===== src/rtl/demux_pkg.sv =====
// Shared definitions for the 1-to-8 TDM demultiplexer: FSM encoding, slot count
// and slot-index width.
package demux_pkg;

  localparam int SLOTS  = 8;
  localparam int SLOT_W = 3;

  typedef logic [SLOT_W-1:0] slot_t;

  typedef enum logic {
    IDLE = 1'b0,
    RUN  = 1'b1
  } state_t;

  function automatic logic is_last_slot(input slot_t s);
    return s == slot_t'(SLOTS - 1);
  endfunction

endpackage


===== src/rtl/demux1x8_tdm_if.sv =====
// Serial-in / parallel-out bus of the TDM demultiplexer, plus FSM debug state.
// D and SYNC are sampled only on cycles with IN_VALID high; there is no
// backpressure, so every valid beat is consumed on the edge it is presented.
interface demux1x8_tdm_if;
  logic                    D;
  logic                    IN_VALID;
  logic                    SYNC;
  logic [7:0]              Y;
  logic                    Y_VALID;
  demux_pkg::slot_t        S;
  logic                    ERR;
  demux_pkg::state_t       dbg_state;

  modport master (
    output D, IN_VALID, SYNC,
    input  Y, Y_VALID, S, ERR, dbg_state
  );

  modport slave (
    input  D, IN_VALID, SYNC,
    output Y, Y_VALID, S, ERR, dbg_state
  );
endinterface


===== src/rtl/tdm_slot_cnt.sv =====
// Slot index counter: clear to 0, load 1 after a slot-0 capture on resync,
// otherwise increment modulo 8 (natural 3-bit wrap).
module tdm_slot_cnt
  import demux_pkg::*;
(
  input  logic  clk,
  input  logic  rst,
  input  logic  clear,
  input  logic  load1,
  input  logic  inc,
  output slot_t s
);

  always_ff @(posedge clk or posedge rst) begin
    if (rst) begin
      s <= '0;
    end else if (clear) begin
      s <= '0;
    end else if (load1) begin
      s <= slot_t'(1);
    end else if (inc) begin
      s <= s + slot_t'(1);
    end
  end

endmodule


===== src/rtl/demux1x8_tdm.sv =====
// 1-to-8 TDM demultiplexer: IDLE/RUN framing FSM, idle timeout and output registers.
// Define DEMUX1X8_TDM_SHADOW_EN to assemble frames in a shadow register so Y
// only changes together with Y_VALID.
module demux1x8_tdm
  import demux_pkg::*;
#(
  parameter int TIMEOUT = 16
) (
  input  logic           clk,
  input  logic           rst,
  demux1x8_tdm_if.slave  bus
);

  localparam logic [7:0] IDLE_LAST = 8'(TIMEOUT - 1);

  state_t     state, state_n;
  logic [7:0] idle_cnt, idle_n;
  slot_t      s, cap_slot;
  logic       cap, frame_done, err_n;
  logic       cnt_clear, cnt_load1, cnt_inc;
  logic [7:0] y;
  logic       y_valid, err;

  tdm_slot_cnt u_slot_cnt (
    .clk   (clk),
    .rst   (rst),
    .clear (cnt_clear),
    .load1 (cnt_load1),
    .inc   (cnt_inc),
    .s     (s)
  );

  always_ff @(posedge clk or posedge rst) begin
    if (rst) begin
      state    <= IDLE;
      idle_cnt <= '0;
    end else begin
      state    <= state_n;
      idle_cnt <= idle_n;
    end
  end

  always_comb begin
    state_n    = state;
    idle_n     = idle_cnt;
    cap        = 1'b0;
    cap_slot   = '0;
    frame_done = 1'b0;
    err_n      = 1'b0;
    cnt_clear  = 1'b0;
    cnt_load1  = 1'b0;
    cnt_inc    = 1'b0;
    unique case (state)
      IDLE: begin
        idle_n = '0;
        if (bus.IN_VALID && bus.SYNC) begin
          cap       = 1'b1;
          cnt_load1 = 1'b1;
          state_n   = RUN;
        end
      end
      RUN: begin
        if (bus.IN_VALID) begin
          idle_n = '0;
          cap    = 1'b1;
          if (bus.SYNC && s != '0) begin
            // Misplaced SYNC: drop the partial frame and restart at slot 0.
            err_n     = 1'b1;
            cnt_load1 = 1'b1;
          end else begin
            cap_slot   = s;
            cnt_inc    = 1'b1;
            frame_done = is_last_slot(s);
          end
        end else if (idle_cnt == IDLE_LAST) begin
          idle_n    = '0;
          state_n   = IDLE;
          cnt_clear = 1'b1;
          err_n     = (s != '0);
        end else begin
          idle_n = idle_cnt + 8'd1;
        end
      end
      default: state_n = IDLE;
    endcase
  end

`ifdef DEMUX1X8_TDM_SHADOW_EN
  logic [SLOTS-1:0] shadow;

  always_ff @(posedge clk or posedge rst) begin
    if (rst) begin
      shadow  <= '0;
      y       <= '0;
      y_valid <= 1'b0;
      err     <= 1'b0;
    end else begin
      y_valid <= frame_done;
      err     <= err_n;
      if (cap) shadow[cap_slot] <= bus.D;
      if (frame_done) y <= {bus.D, shadow[SLOTS-2:0]};
    end
  end
`else
  always_ff @(posedge clk or posedge rst) begin
    if (rst) begin
      y       <= '0;
      y_valid <= 1'b0;
      err     <= 1'b0;
    end else begin
      y_valid <= frame_done;
      err     <= err_n;
      if (cap) y[cap_slot] <= bus.D;
    end
  end
`endif

  assign bus.Y         = y;
  assign bus.Y_VALID   = y_valid;
  assign bus.S         = s;
  assign bus.ERR       = err;
  assign bus.dbg_state = state;

endmodule


===== src/flat_wrapper.sv =====
// flat-port wrapper written by rule: the top's interface ports become plain ports
module demux1x8_tdm_flat import demux_pkg::*;
#(
  parameter int TIMEOUT = 16
)
  (clk, rst, bus_D, bus_IN_VALID, bus_SYNC, bus_Y, bus_Y_VALID, bus_S, bus_ERR, bus_dbg_state);
  demux1x8_tdm_if bus_i ();
  input  logic clk;
  input  logic rst;
  input wire logic [$bits(bus_i.D)-1:0] bus_D;
  input wire logic [$bits(bus_i.IN_VALID)-1:0] bus_IN_VALID;
  input wire logic [$bits(bus_i.SYNC)-1:0] bus_SYNC;
  output wire logic [$bits(bus_i.Y)-1:0] bus_Y;
  output wire logic [$bits(bus_i.Y_VALID)-1:0] bus_Y_VALID;
  output wire logic [$bits(bus_i.S)-1:0] bus_S;
  output wire logic [$bits(bus_i.ERR)-1:0] bus_ERR;
  output wire logic [$bits(bus_i.dbg_state)-1:0] bus_dbg_state;
  assign bus_i.D = bus_D;
  assign bus_i.IN_VALID = bus_IN_VALID;
  assign bus_i.SYNC = bus_SYNC;
  assign bus_Y = bus_i.Y;
  assign bus_Y_VALID = bus_i.Y_VALID;
  assign bus_S = bus_i.S;
  assign bus_ERR = bus_i.ERR;
  assign bus_dbg_state = bus_i.dbg_state;
  demux1x8_tdm #(.TIMEOUT(TIMEOUT)) u_core (.clk(clk), .rst(rst), .bus(bus_i));
endmodule

===== config.mk =====
export PLATFORM = sky130hd
export DESIGN_NAME = demux1x8_tdm_flat
export DESIGN_NICKNAME = d
export VERILOG_FILES = /design/src/rtl/demux_pkg.sv /design/src/rtl/demux1x8_tdm_if.sv /design/src/rtl/tdm_slot_cnt.sv /design/src/rtl/demux1x8_tdm.sv /design/src/flat_wrapper.sv
export SDC_FILE = /design/constraint.sdc
export NUM_CORES = 1
export LEC_CHECK = 0
export CAP_MARGIN = 30
export CORE_MARGIN = 3
export CORE_UTILIZATION = 45
export DETAILED_ROUTE_END_ITERATION = 8
export GPL_ROUTABILITY_DRIVEN = 0
export HOLD_SLACK_MARGIN = 0.12
export PLACE_DENSITY = 0.8
export SLEW_MARGIN = 20
export SYNTH_ARGS = -nofsm -noshare
export SYNTH_HDL_FRONTEND = slang
export SYNTH_SLANG_ARGS = --single-unit

===== constraint.sdc =====
create_clock -name clk -period 1.7 [get_ports clk]
set_input_delay 0.17 -clock clk [delete_from_list [all_inputs] [get_ports clk]]
set_output_delay 0.17 -clock clk [all_outputs]
set_load 0.05 [all_outputs]

==> run summary, run 1 <==
The level count of the clock H-tree is 1. In the final design database the tool counted 145 nets. At the pin with the least slew margin, the transition time is approximately 540 ps. In this run the static leakage power is 0.0007248 uW.

STA classifies the critical path startpoint as a flip-flop. The total of fill cells in the finished design is 192. The worst path arrival time is 1870 ps. The worst register-to-register path has a setup slack of 40 ps.

The number of standard-cell rows in the floorplan is 17. The kind of path behind the tightest hold check is in2async. The via density per instance is 5.755. Dividing total power by cell area gives a power density of 1262 nW/um2. The critical path in this run is classified as reg2reg. The mapped netlist covers 1131 um2. The number of enable flip-flop cells after synthesis came out at 0. The final number of max-transition violations is 0. The number of diodes added for antenna fixing is 0.

The final count of negative-setup-slack endpoints is 0. The die is 56.14 um tall. Relative to the synthesized area, the layout overhead comes to 30.86%.

The portion of the clock cycle consumed by the worst path in the final layout is 97.64%. The worst-case setup slack after placement came out at -12.42 ps. The number of detailed-routing iterations run before antenna repair came out at 4. The reg-to-reg critical path startpoint is u_core.u_slot_cnt.s[1]. The utilization after layout is 64.43%.

Counting every net in the synthesized netlist gives 115. For this block, the initial DRC count from the detailed router was 19. The later pin in the worst-skew pair is clocked with a latency of 310 ps. After legalization and detailed placement, the total HPWL measured about 1.7 mm. The die outline width is 56.14 um. The core area came out at between 2000 and 2500 um2. The layout cell share with drive strength beyond 1 came out at 24.44%.

The pin count of the biggest net entering global routing is 23. The depth of the worst register-to-register path is 5. The largest clock skew in the final design came out at slightly below 2 ps.

Summing all flip-flop and latch instances after layout gives 554.3 um2. The tree is rooted in a clkbuf_4. The placed cell area is 1418 um2. The clock net sink count came out at 22. The number of top-level pins came out at 19. The number of antenna violations at the first check in global routing is 0. The number of cells after detailed placement came out at around 160.

The number of buffer cells added on primary ports is 18. The Yosys step of the flow raised 0 warnings. The largest driver fanout on the critical path is 5. The total area of multi-input combinational cells is between 500 and 600 um2.

The first-pass GRT wire length came out at between 4 and 5 mm. Buffers inserted during clock tree synthesis total 3. The top cell types in the final layout, fill and taps aside, are 19 x dfrtp_1, 13 x buf_4, 11 x nor2_1. For this block, the via count after detailed routing is roughly 940.

The final worst hold slack is roughly 170 ps. The synthesized instance count came out at 106. The distinct cell type count of the synthesized netlist came out at 33. The hold violation total from the final report is 0. IR analysis of the VDD net gives a maximum drop of 0.001215 V. The final cell area excluding filler cells came out at 1480 um2. The global-route congestion overflow total came out at 0.

The global router's overall resource usage is 17.32%. The endpoint identified for the worst register-to-register timing path is u_core.bus.Y[3]. The least setup slack across all paths after layout came out at 40.07 ps. The count of nets left with antenna violations once routing finished came out at 0. The worst setup path is captured at a flip-flop. The flow ran to the end, and the final reports show no timing, DRC or antenna violations. The required arrival time at the worst endpoint is 1910 ps. The via count of the first global-routing pass is around 1,000.

For this run, design rule violations remaining after detail routing come to 0. The die area is 3151 um2. For this configuration, the core starts out at a cell density of 49.24%. The finished layout holds between 150 and 200 standard cells, fillers aside. The fmax is 0.6024 GHz.

The commonest non-fill, non-tap cell in the layout is dfrtp_1. The maximum buffer depth of the clock tree is 2. The total length of routed wires came out at approximately 2.5 mm. The post-synthesis sequential element count is 22.

The clock edge transition at the registers on the reported setup and hold paths is approximately 120 ps. The post-synthesis average cell area came out at approximately 11 um2. The number of max-cap violations is 0. The primary flip-flop cell chosen by synthesis mapping is dfrtp_1. Counting I/O delays and the setup requirement, the final critical path takes 1660 ps. The TritonCTS clock tree is built. The worst slew margin relative to its limit came out at 63.97%. The sequential area share after synthesis is between 40% and 50%.

Of all flip-flops after synthesis, the portion carrying an async set or reset was 100.0%. The routed wirelength normalized by instance count is 15.32 um.
==> synthesized netlist by cell type, types with 3 or more instances <==
cell type,number,area [um2]
a21oi_1,6,30.03
nor2_1,11,41.29
inv_1,6,22.52
ha_1,4,50.05
a2111oi_2,3,45.04
mux2_1,8,90.09
dfrtp_1,22,550.5
nand3_1,3,15.01
o21ai_0,5,25.02
nand2_1,6,22.52
==> sequential cells by signal (all words and copies together) (netlist names) <==
signal,flops
u_core.bus.Y,8
u_core.bus.dbg_state,1
u_core.bus.Y_VALID,1
u_core.u_slot_cnt.s,3
u_core.idle_cnt,8
u_core.bus.ERR,1
==> layout make-up <==
cell class              instances  area share, %
clock buffers                   4          2.451
flip-flops and latches         22          37.45
repair buffers                 27          17.33
well taps                      28          2.367
multi-input cells              75          38.29
inverters                       7          2.113
==> power by group <==
part	internal (uW)	switching (uW)
Sequential	635	83.2
Combinational	295	564
Clock	131	160
==> through the flow <==
stage          TNS (ps)  power, uW
6_report              0       1869
4_1_cts               0       1887
3_3_place_gp          0       1575
2_1_floorplan    -22.83       1293
3_5_place_dp     -12.42       1597
5_1_grt          -24.89       1974
==> critical path, stage by stage, from the launching register on <==
cell and delay, ps:
dfrtp_2 470, inv_4 100, ha_4 170, inv_1 70, a2111oi_2 380, mux2_1 370
==> worst max path at each step <==
stage | from | slack, ps | depth (start not counted) | end
floorplan | u_core.u_slot_cnt.s[0] | -10 | 5 | u_core.bus.Y[1]
global placement | bus_IN_VALID | 9 | 4 | u_core.bus.Y[3]
detailed placement | bus_IN_VALID | -10 | 4 | u_core.bus.Y[1]
CTS | u_core.bus.Y[1] | 3 | 1 | bus_Y[1]
global route | u_core.u_slot_cnt.s[1] | -20 | 5 | u_core.bus.Y[3]
finish | u_core.u_slot_cnt.s[1] | 40 | 5 | u_core.bus.Y[3]
==> kinds of logic (layout without fill, tap and decap cells) <==
| logic type | after synthesis | after routing | synth area share [%] |
|---|---|---|---|
| buffers and inverters | 9 | 38 | 3.429 |
| adder cells (fa/ha/maj) | 4 | 4 | 4.425 |
| XOR/XNOR | 3 | 3 | 2.323 |
| AND/OR/NAND/NOR | 40 | 40 | 19.91 |
| AO/OA/AOI/OAI | 19 | 19 | 12.28 |
| multiplexers | 9 | 9 | 8.960 |
| flip-flops | 22 | 22 | 48.67 |
==> what timing repair did <==
item / in CTS / in global routing
pin swaps: 0 / 0
hold buffers: 0 / 0
setup buffers: 0 / 1
endpoints found under the setup margin: 1 / 10
gates resized for setup: 1 / 8
==> routing by layer <==
layer  vias up  part of all wire [%]  GRT usage [%]
met2        31                    51          29.38
met3        13                   4.4          3.248
met1       454                    42          20.23
met5         -                     0              0
li1        440                     -              -
met4         0                   3.1          9.831
Power figures use the tool's default switching activity.
==> run 2, diff against run 1 <==
Settings changed: ABC_AREA set to 1.
==> run summary, run 2 <==
In this run the clock root is driven by a clkbuf_4. The routed via count came out at 933. Walking the worst path, the cells encountered are clkdlybuf4s50_1. After clock tree synthesis, the clock-pin slew on the worst setup and hold paths is between 100 and 150 ps. The placed cell area is 1324 um2.

The total area of multi-input combinational cells came out at 476.7 um2. The number of cells after detailed placement came out at between 150 and 200. Among all flip-flop cells after synthesis, the most frequent one is dfrtp_1. By area the synthesized netlist is led by dfrtp_1 50%, nand2_1 8.5%, nand3_1 5.9%, ha_1 4.5%, nor2_1 4.4%. The maximum buffer depth of the clock tree came out at 2. The global-route congestion overflow total is 0. The global router's overall resource usage came out at 14.63%.

The growth of design area from synthesis to finish came out at 25.28%. In the layout the commonest cells are 25 x nand2_1, 22 x dfrtp_1, 13 x nand3_1, 13 x nor2_1, 9 x clkdlybuf4s50_1. The area of the mapped netlist is 1109 um2. Setup violations remaining at the end of the flow were counted as 0. The first-pass GRT wire length came out at 3.698 mm. The hold violation total from the final report was 0. The share of the synthesized area in the top cell type is 49.66%. The portion of the clock cycle consumed by the worst path in the final layout is 97.55%. The synthesized instance count is approximately 130. The post-synthesis average cell area is ~8.4 um2. The aggregate negative setup slack is 0 ps.

Data on the critical path arrives at its endpoint at 1490 ps. In the final routed layout, each cell accounts on average for ~12 um. The required arrival time at the worst endpoint is 1530 ps.

The count of nets after finishing is between 150 and 200. Across all register-to-register paths, the minimum setup slack is between 150 and 200 ps. For this design, the CTS-stage hold fixing added 0 buffers. The via density per instance came out at around 5.1. The sequential cells in the finished layout cover a total of 550.5 um2.

The first-iteration detailed-routing DRC count is 9. The level count of the clock H-tree is 1. Power spread over the standard cell area amounts to 1504 nW/um2. The critical path starts at u_core.bus.Y[3].

The worst setup path is captured at an output pin. In this run the worst setup path terminates at bus_Y[3]. The core area came out at 2276 um2. After synthesis, the netlist uses 25 different library cells. TritonCTS built the clock tree.

After legalization and detailed placement, the total HPWL measured 1.677 mm. The sequential area share after synthesis came out at 49.66%. The tree built by TritonCTS fans out to 22 sinks. By instance count, the leading cell after synthesis is nand2_1.

The critical path start-end classification is reg2out. The number of buffers created by CTS came out at 3. The utilization after layout came out at 61.02%. The worst path in the final design needs a cycle of 1658 ps, including I/O delays and setup. The clock insertion delay at the later pin of the skew report came out at 320 ps. The commonest non-fill, non-tap cell in the layout is nand2_1. The number of buffer and inverter stages on the critical path came out at 1. The pin count of the biggest net entering global routing is 23. The starting density of the core came out at around half. The total of fill cells in the finished design is 190. The layout cell share with drive strength beyond 1 is 17.42%. The library cell with the largest summed area after synthesis is dfrtp_1.

Timing would allow up to about 0.60 GHz. The total DRC errors in the routed layout came out at 0. For the pin with the worst max-slew slack, the measured transition is 504.9 ps. The final number of max-transition violations is 0. On the critical path, the stage with the largest delay is an instance of clkdlybuf4s50_1. The floorplan step defined a die boundary enclosing 3095 um2.

The worst voltage drop across the vdd grid came out at 0.0008882 V. The kind of start point of the critical path is a flip-flop. The commonest cells after synthesis are 25 x nand2_1, 22 x dfrtp_1, 13 x nand3_1, 13 x nor2_1. The number of standard-cell rows in the floorplan came out at 17. In this run the static leakage power is 0.0007450 uW. The largest clock skew in the final design is about 3.1 ps. The number of top-level pins came out at 19.

The number of nets handed over by synthesis was 141. The quantity of gates resized following cts is 0. Setup repair after global routing left no endpoint under its margin.

The reg-to-reg critical path endpoint is u_core.bus.Y[1]. The depth of the critical timing path with buffers and inverters included is 1. The number of max-cap violations is 0. Among cell families on the critical path, the largest total delay comes from buffers and inverters.

For this run, the number of Yosys warnings is 0. The depth of the worst register-to-register path is 9. The path class of the tightest hold or removal check is in2async.

Along the worst path, the maximum fanout reaches 2. The via count of the first global-routing pass is 914. The die outline width is 55.64 um. The number of antenna violations at the first check in global routing is 0.

In this run the critical register-to-register path is launched from u_core.u_slot_cnt.s[1]. The number of diodes added for antenna fixing is 0. On the worst path, the slowest cell contributes a delay of 800 ps.

The post-synthesis sequential element count came out at 22. The total length of routed wires is 2.120 mm. The die span in y is roughly 56 um. Leaving out filler cells and counting taps, the final layout contains roughly 180. The worst slew margin relative to its limit came out at 66.29%. Of all flip-flops after synthesis, the portion carrying an async set or reset was 100.0%. The run finished with clean final reports. After routing the design area is around 1400 um2.

The number of post-CTS setup repair buffers came out at 0. The number of buffer cells added on primary ports is 18. For this run, the detailed router's first-pass iteration total came to 4. The count of nets left with antenna violations once routing finished came out at 0.

Counting flops with a built-in enable in the synthesized netlist gives 0.
[run 2: cell type report]
type,count,area share [%]
Clock buffer,3,1.622
Clock inverter,1,2.162
Inverter,20,5.496
Multi-Input combinational cell,89,34.32
Sequential cell,22,39.64
Tap cell,28,2.523
Timing Repair Buffer,20,14.23
[run 2: routing by layer]
metal / global-route usage [%] / up-vias / part of all wire, %
li1: - / 478 / -
met1: 16.69 / 441 / 45
met2: 26.86 / 12 / 51
met3: 2.088 / 2 / 2.6
met4: 6.250 / 0 / 1.4
met5: 0 / - / 0
[run 2: cell families after synthesis]
| kind of cell | synth area share, % |
|---|---|
| AND/OR/NAND/NOR | 29.01 |
| flip-flops | 49.66 |
| XOR/XNOR | 0.7902 |
| adder cells (fa/ha/maj) | 4.515 |
| buffers and inverters | 7.336 |
| AO/OA/AOI/OAI | 8.691 |
[run 2: how the worst min path moves through the flow]
| stage | start | endpoint |
|---|---|---|
| floorplan | rst | u_core.bus.ERR |
| global placement | u_core.idle_cnt[0] | u_core.idle_cnt[0] |
| detailed placement | u_core.idle_cnt[0] | u_core.idle_cnt[0] |
| CTS | rst | u_core.bus.Y[2] |
| global route | rst | u_core.bus.Y[5] |
| finish | rst | u_core.bus.Y[2] |
[run 2: worst reg2reg max path: cells and delay by family (launching register included)]
| kind | cells | cell delay, ps |
|---|---|---|
| flops | 1 | 490 |
| buf+inv | 2 | 270 |
| fa+ha+maj | 1 | 190 |
| simple gates | 6 | 490 |
[run 2: through the flow]
stage          power, uW  worst slack, ps  hold slack [ps]
2_1_floorplan       1386            44.80            159.2
3_3_place_gp        1679            238.3            449.9
3_5_place_dp        1711            191.6            461.5
4_1_cts             2120            11.67            168.7
5_1_grt             2206            1.683            193.4
6_report            2089            41.72            171.5
[run 2: where the power goes]
group	switching (uW)	total, uW	internal [uW]
registers	92.7	734	641
logic	652	947	296
clock network	170	408	239
total	914	2090	1180
==> run 3, diff against run 2 <==
Settings changed: CTS_CLUSTER_SIZE set to 28.
==> results of run 3 <==
No change in the layout: final DEF, timing and power equal those of run 2.
